[config.mk]
export PLATFORM = sky130hd
export DESIGN_NAME = queues_reader_flat
export DESIGN_NICKNAME = d
export VERILOG_FILES = /design/src/rtl/queues_reader_pkg.sv /design/src/rtl/queues_reader_if.sv /design/src/rtl/queues_reader_rr_arbiter.sv /design/src/rtl/queues_reader.sv /design/src/flat_wrapper.sv
export SDC_FILE = /design/constraint.sdc
export NUM_CORES = 2
export LEC_CHECK = 0
export ABC_AREA = 1
export CAP_MARGIN = 40
export CELL_PAD_IN_SITES_DETAIL_PLACEMENT = 1
export CELL_PAD_IN_SITES_GLOBAL_PLACEMENT = 2
export CORE_AREA = 4 4 578 580
export DETAILED_ROUTE_END_ITERATION = 7
export DIE_AREA = 0 0 582 584
export GPL_ROUTABILITY_DRIVEN = 0
export PLACE_DENSITY_LB_ADDON = 0.1
export SLEW_MARGIN = 5
export SYNTH_ARGS = -nofsm -noshare
export SYNTH_HDL_FRONTEND = slang
export SYNTH_SLANG_ARGS = --single-unit
[constraint.sdc]
create_clock -name clock -period 2.5 [get_ports clock]
set_input_delay 0.375 -clock clock [delete_from_list [all_inputs] [get_ports clock]]
set_output_delay 0.375 -clock clock [all_outputs]
set_load 0.02 [all_outputs]
[src/rtl/queues_reader_pkg.sv]
// Shared MemorEDF definitions for the queues reader: default sizes, FSM
// state encoding and a small index helper used by the round-robin search.
package queues_reader_pkg;

   localparam int DEF_NUMBER_OF_QUEUES = 4;
   localparam int DEF_DATA_SIZE        = 678;
   localparam int DEF_REGISTER_SIZE    = 32;

   // IDLE: look for work, REQ: ready high waiting for the queue's valid,
   // OUT: holding the captured packet until downstream accepts it.
   typedef enum logic [1:0] {
      IDLE = 2'd0,
      REQ  = 2'd1,
      OUT  = 2'd2
   } state_t;

   // Next queue index with wrap-around; avoids relying on a power-of-two count.
   function automatic int wrap_inc(input int idx, input int n);
      return (idx + 1 >= n) ? 0 : idx + 1;
   endfunction

endpackage

[src/rtl/queues_reader_if.sv]
// Bundle of the queue-side request/packet signals and the downstream
// packet stream. master = the reader, slave = queues + downstream consumer.
interface queues_reader_if
   import queues_reader_pkg::*;
#(
   parameter int NUMBER_OF_QUEUES = DEF_NUMBER_OF_QUEUES,
   parameter int DATA_SIZE        = DEF_DATA_SIZE,
   parameter int REGISTER_SIZE    = DEF_REGISTER_SIZE
) ();

   localparam int IDX_W = $clog2(NUMBER_OF_QUEUES);

   // queueing-domain side
   logic [NUMBER_OF_QUEUES-1:0]                    empty;
   logic [NUMBER_OF_QUEUES-1:0]                    enable_mask;
   logic                                           queues_to_serializer_valid;
   logic [DATA_SIZE-1:0]                           queues_to_serializer_packet;
   logic                                           scheduler_to_queues_ready;
   logic [IDX_W-1:0]                               core_id;

   // downstream side
   logic                                           m_valid;
   logic                                           m_ready;
   logic [DATA_SIZE-1:0]                           m_packet;
   logic [IDX_W-1:0]                               m_core_id;

   // statistics
   logic [NUMBER_OF_QUEUES-1:0][REGISTER_SIZE-1:0] served_count;

   modport master (
      input  empty, enable_mask, queues_to_serializer_valid,
             queues_to_serializer_packet, m_ready,
      output scheduler_to_queues_ready, core_id, m_valid, m_packet,
             m_core_id, served_count
   );

   modport slave (
      output empty, enable_mask, queues_to_serializer_valid,
             queues_to_serializer_packet, m_ready,
      input  scheduler_to_queues_ready, core_id, m_valid, m_packet,
             m_core_id, served_count
   );

endinterface

[src/rtl/queues_reader_rr_arbiter.sv]
// Round-robin pick: first requesting index strictly after last_grant,
// wrapping around. Purely combinational; the caller owns last_grant.
module rr_arbiter
   import queues_reader_pkg::*;
#(
   parameter int NUMBER_OF_QUEUES = DEF_NUMBER_OF_QUEUES,
   localparam int IDX_W = $clog2(NUMBER_OF_QUEUES)
) (
   input  logic [NUMBER_OF_QUEUES-1:0] req,
   input  logic [IDX_W-1:0]            last_grant,
   output logic [IDX_W-1:0]            winner,
   output logic                        any_req
);

   int   idx;
   logic found;

   // Walk the N candidates starting after last_grant; the first hit wins.
   always_comb begin
      winner  = '0;
      any_req = |req;
      found   = 1'b0;
      idx     = int'(last_grant);
      for (int k = 0; k < NUMBER_OF_QUEUES; k++) begin
         idx = wrap_inc(idx, NUMBER_OF_QUEUES);
         if (!found && req[idx]) begin
            found  = 1'b1;
            winner = idx[IDX_W-1:0];
         end
      end
   end

endmodule

[src/rtl/queues_reader.sv]
// Pops one packet at a time from a round-robin selected per-core queue and
// hands it downstream with a valid/ready handshake, counting deliveries.
module queues_reader
   import queues_reader_pkg::*;
#(
   parameter int NUMBER_OF_QUEUES = DEF_NUMBER_OF_QUEUES,
   parameter int DATA_SIZE        = DEF_DATA_SIZE,
   parameter int REGISTER_SIZE    = DEF_REGISTER_SIZE
) (
   input logic             clock,
   input logic             reset,
   queues_reader_if.master bus
);

   localparam int IDX_W = $clog2(NUMBER_OF_QUEUES);

   state_t                                         state_q, state_d;
   logic                                           ready_q, ready_d;
   logic [IDX_W-1:0]                               core_id_q, core_id_d;
   logic [IDX_W-1:0]                               last_grant_q, last_grant_d;
   logic                                           m_valid_q, m_valid_d;
   logic [DATA_SIZE-1:0]                           m_packet_q, m_packet_d;
   logic [IDX_W-1:0]                               m_core_id_q, m_core_id_d;
   logic [NUMBER_OF_QUEUES-1:0][REGISTER_SIZE-1:0] served_count_q, served_count_d;

   logic [NUMBER_OF_QUEUES-1:0]                    eligible;
   logic [IDX_W-1:0]                               rr_winner;
   logic                                           rr_any;

   assign eligible = ~bus.empty & bus.enable_mask;

   rr_arbiter #(
      .NUMBER_OF_QUEUES (NUMBER_OF_QUEUES)
   ) u_rr_arbiter (
      .req        (eligible),
      .last_grant (last_grant_q),
      .winner     (rr_winner),
      .any_req    (rr_any)
   );

   // Next-state logic: grant in IDLE, capture on valid in REQ, drain in OUT.
   // eligible is only looked at in IDLE, so a granted request always finishes.
   always_comb begin
      state_d        = state_q;
      ready_d        = ready_q;
      core_id_d      = core_id_q;
      last_grant_d   = last_grant_q;
      m_valid_d      = m_valid_q;
      m_packet_d     = m_packet_q;
      m_core_id_d    = m_core_id_q;
      served_count_d = served_count_q;
      case (state_q)
         IDLE: begin
            if (rr_any) begin
               // core_id is the queue RAM read address: it only moves here
               core_id_d    = rr_winner;
               last_grant_d = rr_winner;
               ready_d      = 1'b1;
               state_d      = REQ;
            end
         end
         REQ: begin
            if (bus.queues_to_serializer_valid) begin
               m_packet_d  = bus.queues_to_serializer_packet;
               m_core_id_d = core_id_q;
               ready_d     = 1'b0;
               m_valid_d   = 1'b1;
               state_d     = OUT;
            end
         end
         OUT: begin
            if (m_valid_q && bus.m_ready) begin
               m_valid_d                   = 1'b0;
               served_count_d[m_core_id_q] = served_count_q[m_core_id_q] + REGISTER_SIZE'(1);
               state_d                     = IDLE;
            end
         end
         default: begin
            state_d = IDLE;
            ready_d = 1'b0;
         end
      endcase
   end

   // State register; reset aborts any in-flight transaction without counting it.
   always_ff @(posedge clock) begin
      if (reset) begin
         state_q        <= IDLE;
         ready_q        <= 1'b0;
         core_id_q      <= '0;
         last_grant_q   <= IDX_W'(NUMBER_OF_QUEUES - 1);
         m_valid_q      <= 1'b0;
         m_packet_q     <= '0;
         m_core_id_q    <= '0;
         served_count_q <= '0;
      end else begin
         state_q        <= state_d;
         ready_q        <= ready_d;
         core_id_q      <= core_id_d;
         last_grant_q   <= last_grant_d;
         m_valid_q      <= m_valid_d;
         m_packet_q     <= m_packet_d;
         m_core_id_q    <= m_core_id_d;
         served_count_q <= served_count_d;
      end
   end

   assign bus.scheduler_to_queues_ready = ready_q;
   assign bus.core_id                   = core_id_q;
   assign bus.m_valid                   = m_valid_q;
   assign bus.m_packet                  = m_packet_q;
   assign bus.m_core_id                 = m_core_id_q;
   assign bus.served_count              = served_count_q;

endmodule

[src/flat_wrapper.sv]
// flat-port wrapper written by rule: the top's interface ports become plain ports
module queues_reader_flat import queues_reader_pkg::*;
#(
   parameter int NUMBER_OF_QUEUES = DEF_NUMBER_OF_QUEUES,
   parameter int DATA_SIZE        = DEF_DATA_SIZE,
   parameter int REGISTER_SIZE    = DEF_REGISTER_SIZE
)
  (clock, reset, bus_empty, bus_enable_mask, bus_queues_to_serializer_valid, bus_queues_to_serializer_packet, bus_m_ready, bus_scheduler_to_queues_ready, bus_core_id, bus_m_valid, bus_m_packet, bus_m_core_id, bus_served_count);
  queues_reader_if #(.NUMBER_OF_QUEUES(NUMBER_OF_QUEUES), .DATA_SIZE(DATA_SIZE), .REGISTER_SIZE(REGISTER_SIZE)) bus_i ();
  input logic clock;
  input logic reset;
  input wire logic [$bits(bus_i.empty)-1:0] bus_empty;
  input wire logic [$bits(bus_i.enable_mask)-1:0] bus_enable_mask;
  input wire logic [$bits(bus_i.queues_to_serializer_valid)-1:0] bus_queues_to_serializer_valid;
  input wire logic [$bits(bus_i.queues_to_serializer_packet)-1:0] bus_queues_to_serializer_packet;
  input wire logic [$bits(bus_i.m_ready)-1:0] bus_m_ready;
  output wire logic [$bits(bus_i.scheduler_to_queues_ready)-1:0] bus_scheduler_to_queues_ready;
  output wire logic [$bits(bus_i.core_id)-1:0] bus_core_id;
  output wire logic [$bits(bus_i.m_valid)-1:0] bus_m_valid;
  output wire logic [$bits(bus_i.m_packet)-1:0] bus_m_packet;
  output wire logic [$bits(bus_i.m_core_id)-1:0] bus_m_core_id;
  output wire logic [$bits(bus_i.served_count)-1:0] bus_served_count;
  assign bus_i.empty = bus_empty;
  assign bus_i.enable_mask = bus_enable_mask;
  assign bus_i.queues_to_serializer_valid = bus_queues_to_serializer_valid;
  assign bus_i.queues_to_serializer_packet = bus_queues_to_serializer_packet;
  assign bus_i.m_ready = bus_m_ready;
  assign bus_scheduler_to_queues_ready = bus_i.scheduler_to_queues_ready;
  assign bus_core_id = bus_i.core_id;
  assign bus_m_valid = bus_i.m_valid;
  assign bus_m_packet = bus_i.m_packet;
  assign bus_m_core_id = bus_i.m_core_id;
  assign bus_served_count = bus_i.served_count;
  queues_reader #(.NUMBER_OF_QUEUES(NUMBER_OF_QUEUES), .DATA_SIZE(DATA_SIZE), .REGISTER_SIZE(REGISTER_SIZE)) u_core (.clock(clock), .reset(reset), .bus(bus_i));
endmodule
==> impl_metrics.yaml <==
clock_network:
  cts_clk_pin_slew_worst_paths_ps: 60
  htree_levels: 4
  tritoncts: "done"
  clock_latency_ps: 800
  root_buffer_selected_by_cts: "sky130_fd_sc_hd__clkbuf_16"
  cts_hold_buf: 0
  max-clock-path-buffers: 4
  clock_buffer_count_from_cts: 136
  clock_sink_count: 816
critical_path:
  critPathLaunchType: "register"
  slowest_stage: "sky130_fd_sc_hd__clkdlybuf4s50_1"
  setup.reg_to_reg.worst_slack_ps: 210
  critical_path.cell_chain: "clkdlybuf4s50_1"
  cp_max_fo: 2
  required_arrival_time_at_the_worst_endpoint_ps: 2120
  timing.critical_path.to_type: "output port"
  cpLargestDelayFamily: "buffers and inverters"
  crit_type: "reg2out"
  timing.critical_path.arrival_ps: 2020
  cpPeakStageDelay_ps: 730
  cp_num_buf_inv: 1
pwr:
  peakVddDrop_mv: 0.408
  total_power_density_per_cell_area_nw_per_um2: 688
  p_clk_share_pct: 48.6
  share_of_power_burned_in_combinational_logic_pct: 16.7
  power.share.sequential_pct: 34.7
  swShare_pct: 29.9
  power.leakage_nw: 20.7
  internal_power_mw: 28.3
  power.net_switching_mw: 12.1
cells_and_area:
  post_route_cells_drive_above_1_share_pct: 9.28
  final_net_count: 6568
  finalCoreUtilization_pct: 17.8
  layout.cell_area.non_filler_um2: 58700
  syn2layout_area_growth_pct: 83.7
  fin_cells: 10400
die:
  chipHeight_um: 584
  start_util_pct: 9.70
  die_w_um: 582
  fp-row-count: 211
  die_area_um2: 340000
  core_area_um2: 329000
  num_io_pins: 1502
global_routing:
  global_route.usage.total_pct: 16.1
  global_route_wire_length_before_repair_mm: 377
  antenna_found_initial: 182
  largest_net_degree_at_the_start_of_global_routing: 147
  grt-ovfl-total: 0
  grt_pass1_vias: 39000
hold_path:
  timing.hold.worst.class: "in2reg"
place:
  hpwlAfterDp_mm: 228
  io_buffers: 1501
  place.detailed.instances: 10100
  placedInstanceArea_um2: 53900
synth:
  total_standard_cell_area_after_synthesis_um2: 31900
  synth_common_cells: "sky130_fd_sc_hd__nand2_1, sky130_fd_sc_hd__dfxtp_1, sky130_fd_sc_hd__nand3_1"
  yosys.cell_types.count: 30
  yosysMostFrequentCell: "sky130_fd_sc_hd__nand2_1"
  synth_area_per_cell_um2: 7.38
  yosys_warnings: 0
  synthCells: 4326
  synth_seq_area_share_pct: 51.1
  synth_edf_count: 0
  ys_dominant_reg_cell: "sky130_fd_sc_hd__dfxtp_1"
  netlist_top_cells_area: "sky130_fd_sc_hd__dfxtp_1, sky130_fd_sc_hd__nand2_1, sky130_fd_sc_hd__nand3_1"
  synth_nets: 5022
  ys_ff_latch: 816
  netlist.top_cell.by_area: "sky130_fd_sc_hd__dfxtp_1"
  synth.top_cell.area_share_pct: 51.1
  ys_async_sr_fraction_pct: 0
route:
  detail-route-antenna-nets: 0
  first_pass_iters: 5
  detailroute.via_count: 37200
  detail_route.iter0.violations: 1621
  detail_route.vias_per_cell: 3.58
  average_wire_per_cell_in_the_routed_design_um: 27.5
  wirelength_mm: 286
  post-route-drc-count: 0
sta:
  period_minus_slack_ps: 2390
  tightestPinTransition_ps: 1010
  timing.final.max_slew_violations: 0
  fin_tns_setup_ps: 0
  final_hold_viol_count: 0
  rsz_0062_raised_after_global_routing: "true"
  layout_worst_path_cycle_share_pct: 95.8
  final.setup_skew_ps: 52.5
  setup_violations: 0
  slew-limit-headroom_pct: 32.9
  hold-worst-slack_ps: 155
  max_frequency_mhz: 418
outcome:
  status: "finished clean"
job:
  maxCapViolCount: 0
==> power groups by stage <==
stage / clock [mW] / sequential, mW / combinational [mW]
after floorplan: 0 / 14.9 / 1.95
after global placement: 0 / 14.3 / 6.96
after detailed placement: 0 / 14.3 / 6.92
after CTS: 20.7 / 14.0 / 6.94
after global routing: 21.1 / 14.1 / 7.28
final: 19.6 / 14.0 / 6.74
==> per-stage QoR <==
| stage | total power, mW | worst slack (ps) |
|---|---|---|
| finish | 40.4 | 105 |
| global route | 42.4 | -5.82 |
| CTS | 41.7 | 0.652 |
| detailed placement | 21.2 | -134 |
| global placement | 21.3 | -141 |
| floorplan | 16.8 | 222 |
==> area by class of cell <==
type	instances	area, um2
tap	4366	5460
multi-input combinational	2974	13800
inverter	177	667
fill	38500	271000
clock buffer	205	4000
timing repair buffer	1767	17900
antenna	35	87.6
sequential	816	16300
clock inverter	33	460
==> kinds of logic (layout without fill, tap and decap cells) <==
family          count (synthesis)  in the layout  synth area share, %
fa+ha+maj                       6              6                0.235
simple gates                 2137           2137                 28.4
flops                         816            816                 51.1
xor+xnor                       10             10                0.321
other cells                     0             35                    0
buf+inv                       536           2182                 6.62
compound gates                821            821                 13.3
==> sequential cells by signal (all words and copies together) (netlist names) <==
register and count:
u_core.bus.core_id 2, u_core.bus.scheduler_to_queues_ready 1, u_core.bus.m_valid 1, u_core.state_q 2, u_core.bus.m_packet 678, u_core.bus.served_count 128, u_core.bus.m_core_id 2, u_core.last_grant_q 2
==> worst min-delay path, cell delays in order <==
cell,delay [ps]
sky130_fd_sc_hd__clkdlybuf4s50_1,400
sky130_fd_sc_hd__nand3_1,80
sky130_fd_sc_hd__a21oi_1,60
==> path summary, 6_finish.rpt <==
check	start	endpoint	depth (start not counted)
worst min-delay path	bus_queues_to_serializer_packet[382]	u_core.bus.m_packet[382]$_SDFFE_PP0P_	3
worst max register to register	u_core.bus.m_core_id[0]$_SDFFE_PP0P_	u_core.bus.served_count[31]$_SDFFE_PP0P_	17
worst min register to register	u_core.bus.m_packet[184]$_SDFFE_PP0P_	u_core.bus.m_packet[184]$_SDFFE_PP0P_	2
worst max-delay path	u_core.bus.m_packet[187]$_SDFFE_PP0P_	bus_m_packet[187]	1
==> placed cells by master (no fill, tap or decap), drive strengths merged <==
master and n:
xor2 6, o21a 39, nand3 775, diode 35, nor3 4, o21bai 13, a21oi 705, nand4 1
ha 6, dlygate4sd2 29, nand2 1160, xnor2 4, o21ai 60, clkbuf 207, clkinvlp 1, dlymetal6s2s 1
o22ai 1, nand3b 2, o211ai 3, bufinv 8, inv 180, clkinv 21, buf 266, nor2 195
dfxtp 816, clkdlybuf4s50 1469
==> routing by layer <==
metal  global-route usage, %  routed length, um
met1                    19.5             119000
met2                    27.2             135000
met3                    6.43              25200
met4                    2.81               5440
met5                       0                526
==> timing repair <==
item,in CTS,in global routing
gates resized for setup,37,60
setup buffers,0,2
cloned,0,2
pin swaps,0,7
setup endpoints to repair,87,83
(Power assumes the default switching activity.)
